### src/rtl/adder_share_arbiter.sv
`default_nettype none
// ============================================================================
// Module      : adder_share_arbiter
// Description : Round-robin arbiter that time-shares one registered
//               (N+1)-bit adder among NUM_REQ requesters; results are
//               returned tagged with the owning requester index.
// Revision    : 1.0 - initial release
// ============================================================================
module adder_share_arbiter #(
  parameter int N       = 10,
  parameter int NUM_REQ = 4,
  parameter int ID_W    = $clog2(NUM_REQ)
) (
  input  logic                   clk,
  input  logic                   reset_n,
  input  logic [NUM_REQ-1:0]     req,
  input  logic [NUM_REQ*N-1:0]   a_bus,
  input  logic [NUM_REQ*N-1:0]   b_bus,
  output logic [NUM_REQ-1:0]     grant,
  output logic                   busy,
  output logic [N:0]             sum_out,
  output logic                   sum_valid,
  output logic [ID_W-1:0]        sum_id
);

  typedef enum logic [1:0] {
    ST_IDLE = 2'd0,
    ST_ADD  = 2'd1,
    ST_RESP = 2'd2
  } state_t;

  // After reset the pointer sits on the last index so requester 0 wins first
  localparam logic [ID_W-1:0] c_PTR_RST = ID_W'(NUM_REQ - 1);

  state_t          r_state;
  state_t          w_state_nxt;
  logic [ID_W-1:0] r_ptr;
  logic [ID_W-1:0] r_id;
  logic [N-1:0]    r_a;
  logic [N-1:0]    r_b;

  logic            w_win_found;
  logic [ID_W-1:0] w_win_id;
  logic [ID_W-1:0] w_cand;
  logic [N-1:0]    w_win_a;
  logic [N-1:0]    w_win_b;

  // Round-robin search starting one past the last winner, wrapping
  always_comb begin
    w_win_found = 1'b0;
    w_win_id    = '0;
    w_cand      = '0;
    for (int k = 1; k <= NUM_REQ; k++) begin
      w_cand = ID_W'((int'(r_ptr) + k) % NUM_REQ);
      if (!w_win_found && req[w_cand]) begin
        w_win_found = 1'b1;
        w_win_id    = w_cand;
      end
    end
  end

  always_comb begin
    w_win_a = '0;
    w_win_b = '0;
    for (int i = 0; i < NUM_REQ; i++) begin
      if (w_win_id == ID_W'(i)) begin
        w_win_a = a_bus[i*N +: N];
        w_win_b = b_bus[i*N +: N];
      end
    end
  end

  always_comb begin
    w_state_nxt = r_state;
    case (r_state)
      ST_IDLE: if (w_win_found) w_state_nxt = ST_ADD;
      ST_ADD:  w_state_nxt = ST_RESP;
      ST_RESP: w_state_nxt = ST_IDLE;
      default: w_state_nxt = ST_IDLE;
    endcase
  end

  always_ff @(posedge clk or negedge reset_n) begin
    if (!reset_n) begin
      r_state <= ST_IDLE;
      r_ptr   <= c_PTR_RST;
      r_id    <= '0;
      r_a     <= '0;
      r_b     <= '0;
      sum_out <= '0;
      sum_id  <= '0;
    end else begin
      r_state <= w_state_nxt;
      if (r_state == ST_IDLE && w_win_found) begin
        r_a   <= w_win_a;
        r_b   <= w_win_b;
        r_id  <= w_win_id;
        r_ptr <= w_win_id;
      end
      if (r_state == ST_ADD) begin
        sum_out <= {1'b0, r_a} + {1'b0, r_b};
        sum_id  <= r_id;
      end
    end
  end

  // Handshake outputs are pure state decodes, so reset clears them at once
  always_comb begin
    grant = '0;
    if (r_state == ST_ADD) begin
      for (int i = 0; i < NUM_REQ; i++) begin
        grant[i] = (r_id == ID_W'(i));
      end
    end
  end

  assign busy      = (r_state != ST_IDLE);
  assign sum_valid = (r_state == ST_RESP);

endmodule
`default_nettype wire

### config.mk
export PLATFORM = sky130hd
export DESIGN_NAME = adder_share_arbiter
export DESIGN_NICKNAME = d
export VERILOG_FILES = /design/src/rtl/adder_share_arbiter.sv
export SDC_FILE = /design/constraint.sdc
export NUM_CORES = 1
export LEC_CHECK = 0
export ABC_CLOCK_PERIOD_IN_PS = 2300
export CAP_MARGIN = 20
export CORE_ASPECT_RATIO = 0.8
export CORE_UTILIZATION = 43
export DETAILED_ROUTE_END_ITERATION = 10
export PLACE_DENSITY = 0.81
export SYNTH_ARGS = -nofsm -noshare
export SYNTH_HDL_FRONTEND = slang
export SYNTH_SLANG_ARGS = --single-unit
### constraint.sdc
create_clock -name clk -period 2.3 [get_ports clk]
set_input_delay 0.69 -clock clk [delete_from_list [all_inputs] [get_ports clk]]
set_output_delay 0.69 -clock clk [all_outputs]
set_load 0.1 [all_outputs]
==> impl_results.md <==
* Status: complete, no violations
* Fmax at ~450 MHz
* Synth Area per Inst at 11.9 sq um
* Vias in the first global route at 2,300
* Largest net degree at the start of global routing at 40
* Final setup violation count at 0
* PD cells at 1620 mW/mm^2
* Max transition margin at 67.4%
* Inserted Clock Buffers at 5
* Crit path max fanout at 8
* DR top layer: met4
* Yosys top cell area share at 37.8%
* Final GP Congestion at between 0.8 and 0.9
* Share of cells above drive strength 1 at 30.6%
* Initial antenna violation count at 0
* Clock power frac at 8.0%
* Routed length on met2 at 3100 um
* Minimum clock period at between 2 and 2.5 ns
* CTS max path bufs at 2
* Clk slew on worst S/H paths at 0.07 ns
* RSZ-0062 raised after global routing: false
* Asr flop ratio synth at 100%
* Slew at the pin with the worst max-slew slack at between 0.4 and 0.5 ns
* Synthesized instance count at 206
* Nets at 423
* Clk_lat worst skew at 0.30 ns
* Core Util, Final at a little under three quarters
* Setup WS post-layout at around 0.055 ns
* Crit path arrival time at 2.43 ns
* Peak supply drop at 0.000479 V
* LEAKAGE at 0.00165 uW
* Sequential fraction of the synthesis area at 40.0%
* Synth cell types at 41
* Yosys reg bits at 39
* IO Pins at 105
* Crit path to: r_b[7]$_DFFE_PN0P_
* Synth-to-layout area growth at 60.2%
* Internal at 3260 uW
* Hold Vio Cnt, Final at 0
* Mapped cell area at approximately 0.0024 sq mm
* HPWL Detailed at 5010 um
* Initial DRT Pass Iterations at 4
* Top FF cell, synth: dfrtp_1
* Dpl ws at -0.416 ns
* Critical Path RT at 2.48 ns
* Comb pwr share at 70.7%
* Top cells by area, synth: dfrtp_1, mux4_2, mux2_2
* Post-Place Cells at 395
* IO buf count at 104
* Critical path launch point: req[0]
* R2r setup slk at 0.10 ns
* HP Class: input port to asynchronous set/reset pin
* Met3 routed WL at 369 um
* Die width at between 80 and 90 um
* CP Class: input port to flop
* Worst R2R Start: r_a[0]$_DFFE_PN0P_
* Vias after detailed routing at 2,198
* WL/cell at roughly 16 um
* Max-slew violations at 0
* # hold bufs at CTS at 0
* Rows at 24
* Switching power at approximately 3000 uW
* Initial Utilization at about 45%
* Sequential share of power at 21.3%
* CP Capture Type: flop
* Tot Pwr at 6340 uW
* First-pass GRT wire length at roughly 11,000 um
* Area of the core at 0.00547 sq mm
* EDFF count, synth at 0
* CTS H-tree lvls at 2
* WL final at 6300 um
* Congestion Overflow GR at 0
* DRT antenna net count at 0
* Cell taking the most area after synthesis: dfrtp_1
* DRC at 0
* Worst r2r dst: sum_out[6]$_DFFE_PN0P_
* Sw frac at 48.7%
* Period utilization at 97.6%
* Wl on met1 at 2760 um
* Die area at 0.00600 sq mm
* Synth top cells by count: dfrtp_1, nand2_1, mux2_2
* Iter 0 DRT Violations at 98
* Layout Cells excl Fill at 405
* CTS tree: yes
* Cell with the most instances after synthesis: dfrtp_1
* Die Height at 69.5 um
* Gr usage total at 23.2%
* Vias/cell at 5.43
* YS warnings at 0
* Syn nets at 303
* Max cap viols at 0
* Ant diodes at 0
* R2R depth at 7
* CP startpoint kind: input port
* CTS Root Cell: clkbuf_8
* Sink Count at 39
* Final Skew at about 0.0023 ns
-- power groups by stage --
stage | Combinational, uW | Clock [uW] | Sequential (uW)
2_1_floorplan | 2420 | 0 | 2090
3_3_place_gp | 4270 | 0 | 1340
3_5_place_dp | 4330 | 0 | 1360
4_1_cts | 4490 | 518 | 1350
5_1_grt | 4780 | 546 | 1400
6_report | 4480 | 508 | 1350
-- logic make-up after synthesis --
logic type                 count (synthesis)  share of synthesized area (%)
buffers and inverters                     15                           3.12
adders and majority gates                 11                           5.93
AOI/OAI and AO/OA                         39                           10.2
muxes                                     41                           28.2
xor gates and xnor gates                   4                           1.43
DFF                                       39                           40.0
and+or+nand+nor                           57                           11.1
-- registers in the layout, summed over array words and instances (netlist names) --
name,count
r_b,10
sum_out,11
r_state,2
r_ptr,2
r_a,10
r_id,2
sum_id,2
-- through the flow --
stage | hold slack, ns | instance area (sq um) | TNS (ns)
5_1_grt | 0.484 | 3920 | 0
3_5_place_dp | 0.473 | 3750 | -7.64
3_3_place_gp | 0.460 | 3750 | -6.89
2_1_floorplan | 0.394 | 2510 | -0.0683
6_report | 0.438 | 3920 | 0
4_1_cts | 0.452 | 3930 | 0
-- what timing repair did --
action,in CTS,in global routing
gates resized for setup,8,6
gates cloned,1,0
pin swaps,3,2
buffers inserted,2,0
endpoints found under the setup margin,20,21
-- how the worst min path moves through the flow --
| stage | startpoint | end | cells after the start |
|---|---|---|---|
| after floorplan | reset_n | r_a[0]$_DFFE_PN0P_ | 0 |
| final | reset_n | sum_out[1]$_DFFE_PN0P_ | 2 |
| after global routing | reset_n | sum_out[3]$_DFFE_PN0P_ | 2 |
| after global placement | sum_out[1]$_DFFE_PN0P_ | sum_out[1]$_DFFE_PN0P_ | 2 |
| after CTS | reset_n | sum_out[1]$_DFFE_PN0P_ | 2 |
| after detailed placement | sum_id[0]$_DFFE_PN0P_ | sum_id[0]$_DFFE_PN0P_ | 2 |
-- layer usage --
layer | up-vias | global-route usage, %
li1 | 1019 | -
met1 | 1077 | 29.7
met2 | 93 | 38.6
met3 | 9 | 5.60
met4 | 0 | 7.78
met5 | - | 0
-- cell usage in the layout (no fill, tap or decap), drive strengths merged, types with 4 or more instances in the layout --
cell,instances
o21ai,12
clkdlybuf4s50,80
mux2,20
nor3,7
mux4,20
dlygate4sd2,4
buf,37
nor2b,5
inv,6
a21oi,7
dfrtp,37
clkbuf,8
nor2,6
ha,10
nand2,26
-- area by class of cell --
cell class	instances	area, sq um
Sequential cell	39	978
Inverter	7	30.0
Multi-Input combinational cell	152	1460
Timing Repair Buffer	121	1250
Clock buffer	8	100
Fill cell	392	1540
Tap cell	78	97.6
-- critical path, cell delays in order --
cell,delay (ns)
dlygate4sd2_1,0.26
a21oi_2,0.14
a31oi_2,0.07
a21oi_4,0.21
buf_12,0.14
buf_12,0.13
mux4_2,0.51
mux2_4,0.27
(Power assumes the default switching activity.)
